**config.mk**
```make
export PLATFORM = sky130hd
export DESIGN_NAME = ram_port_arbiter
export DESIGN_NICKNAME = d
export VERILOG_FILES = /design/src/rtl/ram_port_arbiter.sv
export SDC_FILE = /design/constraint.sdc
export NUM_CORES = 1
export LEC_CHECK = 0
export ABC_AREA = 0
export CORE_ASPECT_RATIO = 0.8
export CORE_MARGIN = 10
export CORE_UTILIZATION = 32
export DETAILED_ROUTE_END_ITERATION = 8
export PLACE_DENSITY = 0.72
export SLEW_MARGIN = 0
export SYNTH_ARGS = -nofsm -noshare
export SYNTH_HDL_FRONTEND = slang
export SYNTH_SLANG_ARGS = --single-unit
export TNS_END_PERCENT = 50
```
**constraint.sdc**
```tcl
create_clock -name clk -period 1.18 [get_ports clk]
set_input_delay 0.236 -clock clk [delete_from_list [all_inputs] [get_ports clk]]
set_output_delay 0.236 -clock clk [all_outputs]
set_load 0.005 [all_outputs]
```
**src/rtl/ram_port_arbiter.sv**
```systemverilog
// Round-robin arbiter sharing one 16x8 single-port RAM between requesters A and B.
// Define RAM_ARB_INIT_EN to compile in the post-reset FILL sweep of all 16 words.
module ram_port_arbiter #(
    parameter logic [7:0] FILL = 8'h00
) (
    input  logic       clk,
    input  logic       rst,
    input  logic       req_a,
    input  logic       we_a,
    input  logic [3:0] addr_a,
    input  logic [7:0] wdata_a,
    input  logic       req_b,
    input  logic       we_b,
    input  logic [3:0] addr_b,
    input  logic [7:0] wdata_b,
    output logic       gnt_a,
    output logic       gnt_b,
    output logic       rvalid_a,
    output logic       rvalid_b,
    output logic [7:0] rdata,
    output logic       init_busy,
    output logic       ram_en,
    output logic [3:0] ram_addr,
    output logic [7:0] ram_din,
    input  logic [7:0] ram_dout
);

    localparam int unsigned AW = 4;
    localparam int unsigned DW = 8;

`ifdef RAM_ARB_INIT_EN
    localparam logic [0:0] ST_INIT = 1'b0;
    localparam logic [0:0] ST_ARB  = 1'b1;

    logic [0:0]    r_state;
    logic [0:0]    w_state_nxt;
    logic [AW-1:0] r_cnt;
    logic [AW-1:0] w_cnt_nxt;
    logic          w_init;
`endif

    logic          r_last_b;
    logic          r_gnt_a;
    logic          r_gnt_b;
    logic          r_ram_en;
    logic [AW-1:0] r_ram_addr;
    logic [DW-1:0] r_ram_din;
    logic          r_pend_a;
    logic          r_pend_b;
    logic          r_rvalid_a;
    logic          r_rvalid_b;

    logic          w_last_b_nxt;
    logic          w_ram_en_nxt;
    logic [AW-1:0] w_ram_addr_nxt;
    logic [DW-1:0] w_ram_din_nxt;
    logic          w_arb_ok;
    logic          w_el_a;
    logic          w_el_b;
    logic          w_win_a;
    logic          w_win_b;

`ifdef RAM_ARB_INIT_EN
    assign w_init = (r_state == ST_INIT);
    // The last sweep edge already arbitrates, so the first grant follows init_busy directly.
    assign w_arb_ok = ~w_init | (r_cnt == AW'(15));
`else
    assign w_arb_ok = 1'b1;
`endif

    // A requester in its grant cycle is masked so a held req is not granted twice.
    assign w_el_a  = req_a & ~r_gnt_a;
    assign w_el_b  = req_b & ~r_gnt_b;
    assign w_win_a = w_arb_ok & w_el_a & (~w_el_b | r_last_b);
    assign w_win_b = w_arb_ok & w_el_b & (~w_el_a | ~r_last_b);

    // Next-state and next-output logic.
    always_comb begin
        w_last_b_nxt   = r_last_b;
        w_ram_en_nxt   = 1'b0;
        w_ram_addr_nxt = r_ram_addr;
        w_ram_din_nxt  = r_ram_din;
`ifdef RAM_ARB_INIT_EN
        w_state_nxt    = r_state;
        w_cnt_nxt      = r_cnt;
        if (w_init) begin
            w_cnt_nxt = r_cnt + AW'(1);
            if (r_cnt == AW'(15)) begin
                w_state_nxt = ST_ARB;
            end
        end
`endif
        if (w_win_a) begin
            w_ram_en_nxt   = we_a;
            w_ram_addr_nxt = addr_a;
            w_ram_din_nxt  = wdata_a;
            w_last_b_nxt   = 1'b0;
        end else if (w_win_b) begin
            w_ram_en_nxt   = we_b;
            w_ram_addr_nxt = addr_b;
            w_ram_din_nxt  = wdata_b;
            w_last_b_nxt   = 1'b1;
        end
    end

    // State and output registers; pend_* -> rvalid_* form the read-owner shift register.
    always_ff @(posedge clk or negedge rst) begin
        if (!rst) begin
`ifdef RAM_ARB_INIT_EN
            r_state    <= ST_INIT;
            r_cnt      <= '0;
`endif
            r_last_b   <= 1'b1;
            r_gnt_a    <= 1'b0;
            r_gnt_b    <= 1'b0;
            r_ram_en   <= 1'b0;
            r_ram_addr <= '0;
            r_ram_din  <= '0;
            r_pend_a   <= 1'b0;
            r_pend_b   <= 1'b0;
            r_rvalid_a <= 1'b0;
            r_rvalid_b <= 1'b0;
        end else begin
`ifdef RAM_ARB_INIT_EN
            r_state    <= w_state_nxt;
            r_cnt      <= w_cnt_nxt;
`endif
            r_last_b   <= w_last_b_nxt;
            r_gnt_a    <= w_win_a;
            r_gnt_b    <= w_win_b;
            r_ram_en   <= w_ram_en_nxt;
            r_ram_addr <= w_ram_addr_nxt;
            r_ram_din  <= w_ram_din_nxt;
            r_pend_a   <= w_win_a & ~we_a;
            r_pend_b   <= w_win_b & ~we_b;
            r_rvalid_a <= r_pend_a;
            r_rvalid_b <= r_pend_b;
        end
    end

    assign gnt_a    = r_gnt_a;
    assign gnt_b    = r_gnt_b;
    assign rvalid_a = r_rvalid_a;
    assign rvalid_b = r_rvalid_b;
    assign rdata    = ram_dout;

`ifdef RAM_ARB_INIT_EN
    // During the sweep the RAM port is driven straight from the counter.
    assign init_busy = w_init;
    assign ram_en    = w_init ? 1'b1 : r_ram_en;
    assign ram_addr  = w_init ? r_cnt : r_ram_addr;
    assign ram_din   = w_init ? FILL : r_ram_din;
`else
    assign init_busy = 1'b0;
    assign ram_en    = r_ram_en;
    assign ram_addr  = r_ram_addr;
    assign ram_din   = r_ram_din;
`endif

endmodule
```
# == Yosys cells after proc, flatten, opt, wreduce, memory -nomap -nowiden ==
# Index checks and enable logic that the tools add are counted.
# classes
magnitude_cmp,0
eq_ne,0
multipliers,0
div,0
add_sub_neg,0
muxes,8
n_shift,0
n_bitwise,15
n_reduce_logical,1
# ops
op,n
2-to-1 mux 8 bit,2
2-to-1 mux 4 bit,2
inverter 1 bit,7
bitwise AND 1 bit,6
2-to-1 mux 1 bit,4
OR 1 bit,2
nonzero test 2 bit,1
# word_totals
mem_count,0
word_cells,34
romBits,0
out_inout_bits,26
register_bits,20
ramBits,0
latchBits,0

# == Logic depth before layout (Yosys ltp) ==
# depth
depth_word,7
ltp_mapped,4
depth_no_buf,3

# == Worst setup path after synthesis ==
# OpenSTA, ideal clock, no wires.
# synth_timing
kind,register -> register
startpoint,register r_gnt_b (netlist: gnt_b)
endpoint,register r_ram_en (netlist: ram_en)
stages_incl_launch_ff,5
period_less_slack_ns,1.209
required_time_ns,1.059
setup_time_ns,0.121
setup_slack_ns,-0.029
arrival_ns,1.088
path_cell_list,dfrtp_1 nand2b_4 o21a_4 buf_12 a22o_1
# synth_via
elab_chain_len,6
# synth_lines
element,line_no,source
"start, declared",44,logic r_gnt_b;
"start signal, assigned",130,r_gnt_b <= w_win_b;
inverter 1 bit,73,assign w_el_b = req_b & ~r_gnt_b;
bitwise AND 1 bit,73,
inverter 1 bit,74,assign w_win_a = w_arb_ok & w_el_a & (~w_el_b | r_last_b);
OR 1 bit,74,
bitwise AND 1 bit,74,
net w_win_a,60,logic w_win_a;
2-to-1 mux 1 bit,93,if (w_win_a) begin
net w_ram_en_nxt,54,logic w_ram_en_nxt;
"end signal, assigned",131,r_ram_en <= w_ram_en_nxt;
"end, declared",45,logic r_ram_en;
# The timed path passes the listed nets, and every way through them passes these cells.
# A chain may end at the register's enable or synchronous reset.

# == Worst setup path after layout ==
# layout_timing
startpoint,register r_gnt_a (netlist: gnt_a)
endpoint,register r_ram_addr[2] (netlist: ram_addr[2])
# layout_via
elab_chain_len,6
# layout_lines
element,line_no,source
"start, declared",43,logic r_gnt_a;
"start signal, assigned",129,r_gnt_a <= w_win_a;
inverter 1 bit (*),72,assign w_el_a = req_a & ~r_gnt_a;
bitwise AND 1 bit (*),72,
inverter 1 bit,75,assign w_win_b = w_arb_ok & w_el_b & (~w_el_a | ~r_last_b);
OR 1 bit,75,
bitwise AND 1 bit,75,
nonzero test 2 bit (no line),--,
"end signal, assigned",132,r_ram_addr <= w_ram_addr_nxt;
"end, declared",46,logic [AW-1:0] r_ram_addr;
# Mark *: on every way between the ends. The rest lies on a longest branch, timed or not.

==> reports/metrics.yaml <==
routing:
  wl_met2_mm: 1.30
  antenna_left: 0
  wirelength_mm: 2.83
  wl_per_cell_um: 15.9
  route.detailed.drc: 0
  first_iter_violations: 44
  wl_met3_um: 315
  route.top_layer_used: "met4"
  dr_total_vias: 805
  wl_met1_mm: 1.21
  via_per_inst: 4.52
  drtPass1Iterations: 4
layout:
  final_cell_mix: "clkdlybuf4s50_1 (29), inv_1 (24), dfrtp_1 (19), nor3_1 (12), dlygate4sd2_1 (11)"
  fin_area_mm2: 0.00163
  final_cells: 178
  area_growth_pct: 62.3
  drive_gt1_frac: 0.225
  final_common_cell: "clkdlybuf4s50_1"
  nets: 177
  antennaDiodeCount: 0
global_routing:
  grt-ovfl-total: 0
  grt_max_degree: 16
  grt_first_pass_wirelength_mm: 4.47
  track_usage: 0.0956
  grt_pass1_vias: 888
  antenna_found_initial: 0
die:
  dieArea_mm2: 0.00579
  initial_utilization: 0.330
  chipWidth_um: 82.6
  core_mm2: 0.00304
  num_io_pins: 64
  rows: 18
  die_y_um: 70.1
synth:
  syn-num-nets: 130
  synth_top_family_by_area: "buffers and inverters"
  syn_area_per_cell_um2: 10.9
  synth_xor_area_frac: 0
  synth_top_area_frac: 0.474
  yosysUniqueCellTypes: 20
  yosysSeqAreaShare: 0.500
  ys_seq_elements: 20
  yosys.area_share.adder: 0
  syn-cell-area_mm2: 0.00100
  netlist_top_cells_area: "dfrtp_1 (47%), a221oi_2 (10%), inv_1 (9.0%)"
  yosysTopAreaCell: "dfrtp_1"
  synth-compound-area-share: 0.186
  synthCells: 92
  muxShareOfSynthArea: 0
  yosysWarnings: 0
  synthSimpleGateAreaFrac: 0.113
timing:
  drv_slew: 0
  min_period_ns: 1.28
  timing.final.ws_setup_ns: -0.103
  finalCritPeriodShare: 1.09
  final_hold_viol_count: 0
  fmax_ghz: 0.779
  skew_ns: 0.00169
  rsz0062_at_grt: "true"
  setup_viol: 15
placement:
  place_congestion: 0.750
  port_buffers: 46
  post-place-cells: 171
  dpl_cell_area_mm2: 0.00146
  dp.final_hpwl_mm: 2.23
  preCtsSetupSlack_ns: -0.390
critical_path:
  cp.arrival_ns: 1.45
  crit_chain: "buf_6 > nor2b_4 > a21oi_4 > buf_12 > a221oi_4"
  reg2reg_slack_ns: -0.10
  cpPeakStageDelay_ns: 0.40
  endpoint_kind: "flop"
  r2r_end: "ram_addr[2]$_DFFE_PN0P_"
  critPathLaunch: "gnt_a$_DFF_PN0_"
  cp.required_ns: 1.34
  worstReg2RegStart: "gnt_a$_DFF_PN0_"
  reg2reg_depth: 5
  critPathLaunchType: "flop"
  cp_max_fo: 8
  slowest_stage: "dfrtp_1"
  crit_type: "flop to flop"
outcome:
  status: "complete, but fails checks"
  violations: "negative setup slack"
pwr:
  leakagePower_nw: 0.752
  irDropWorstVdd_mv: 0.585
  p_per_area_mw_per_mm2: 1470
cts:
  h-tree-depth: 1
  cts_buffers: 3
  clk_pin_slew_ns: 0.07
  clkLatencyLatePin_ns: 0.25
  cts_buffer_depth: 2
  cts_root_buffer: "clkbuf_8"
  cts_hold_buf: 0
  cts_tree: "yes"
  clock-sinks: 20
worst_hold_path:
  hp-class: "primary input to async pin"
flow_run:
  drv_cap: 0
-- worst max-delay path: cells and delay by family (launching register included) --
family | cells | cell delay, ns
flip-flops | 1 | 0.40
AO/OA/AOI/OAI | 2 | 0.31
buffers and inverters | 2 | 0.29
AND/OR/NAND/NOR | 1 | 0.20
-- final cells by class --
| type | instances | area [µm²] |
|---|---|---|
| well taps | 40 | 50.0 |
| clock inverters | 1 | 30.0 |
| fillers | 262 | 1410 |
| multi-input cells | 36 | 385 |
| inverters | 24 | 90.1 |
| flip-flops and latches | 20 | 502 |
| clock buffers | 3 | 41.3 |
| repair buffers | 54 | 531 |
-- routing by layer --
metal	global-route usage	vias to the layer above
li1	-	390
met1	0.120	383
met2	0.147	28
met3	0.0422	4
met4	0.0204	0
met5	0	-
-- cells in the mapped netlist --
master,n
a22o_1,1
conb_1,1
a221oi_2,7
dfrtp_1,19
nor2b_1,1
a221oi_1,5
o21a_4,1
nor3_1,12
and2b_1,1
a21oi_2,1
inv_1,24
and2b_2,1
buf_12,1
buf_2,1
nor2_1,1
buf_4,11
nor2b_4,1
dfstp_2,1
a21oi_1,1
nand2b_4,1
-- cells by family (layout without fill, tap and decap cells) --
logic type,count (synthesis),in the layout
AOI/OAI and AO/OA,16,17
buffers and inverters,37,82
DFF,20,20
other,1,1
and+or+nand+nor,18,18
-- power breakdown --
part | internal (mW) | switching, mW
clock | 0.452 | 0.218
combinational | 0.464 | 0.333
sequential | 0.838 | 0.0957
-- stage by stage --
step	hold WS, ns	TNS [ns]	total power [mW]	utilization
floorplan	-0.0596	-0.156	1.27	-
global placement	0.333	-4.47	1.68	0.481
detailed placement	0.343	-4.90	1.70	0.481
CTS	0.197	-0.795	2.32	0.509
global route	0.198	-2.32	2.54	0.536
finish	0.197	-1.21	2.40	0.536
-- state kept, by name, summed over array words and instances (netlist names) --
register / count
gnt_a: 1
ram_din: 8
ram_addr: 4
ram_en: 1
r_pend_b: 1
r_last_b: 1
r_pend_a: 1
rvalid_b: 1
rvalid_a: 1
gnt_b: 1
-- how the worst max path moves through the flow --
stage	end	slack, ns	cells after the start
finish	ram_addr[2]$_DFFE_PN0P_	-0.10	5
global placement	ram_din[1]$_DFFE_PN0P_	-0.32	4
CTS	ram_din[3]$_DFFE_PN0P_	-0.08	5
detailed placement	ram_addr[2]$_DFFE_PN0P_	-0.39	4
global route	ram_din[3]$_DFFE_PN0P_	-0.19	5
floorplan	ram_en$_DFF_PN0_	-0.03	4
-- what timing repair did --
action | CTS | global route
buffers inserted | 2 | 0
resized for setup | 20 | 15
endpoints found under the setup margin | 30 | 22
pin swaps | 1 | 3
cloned | 0 | 1
No activity file was read; power rests on OpenSTA's default activity.
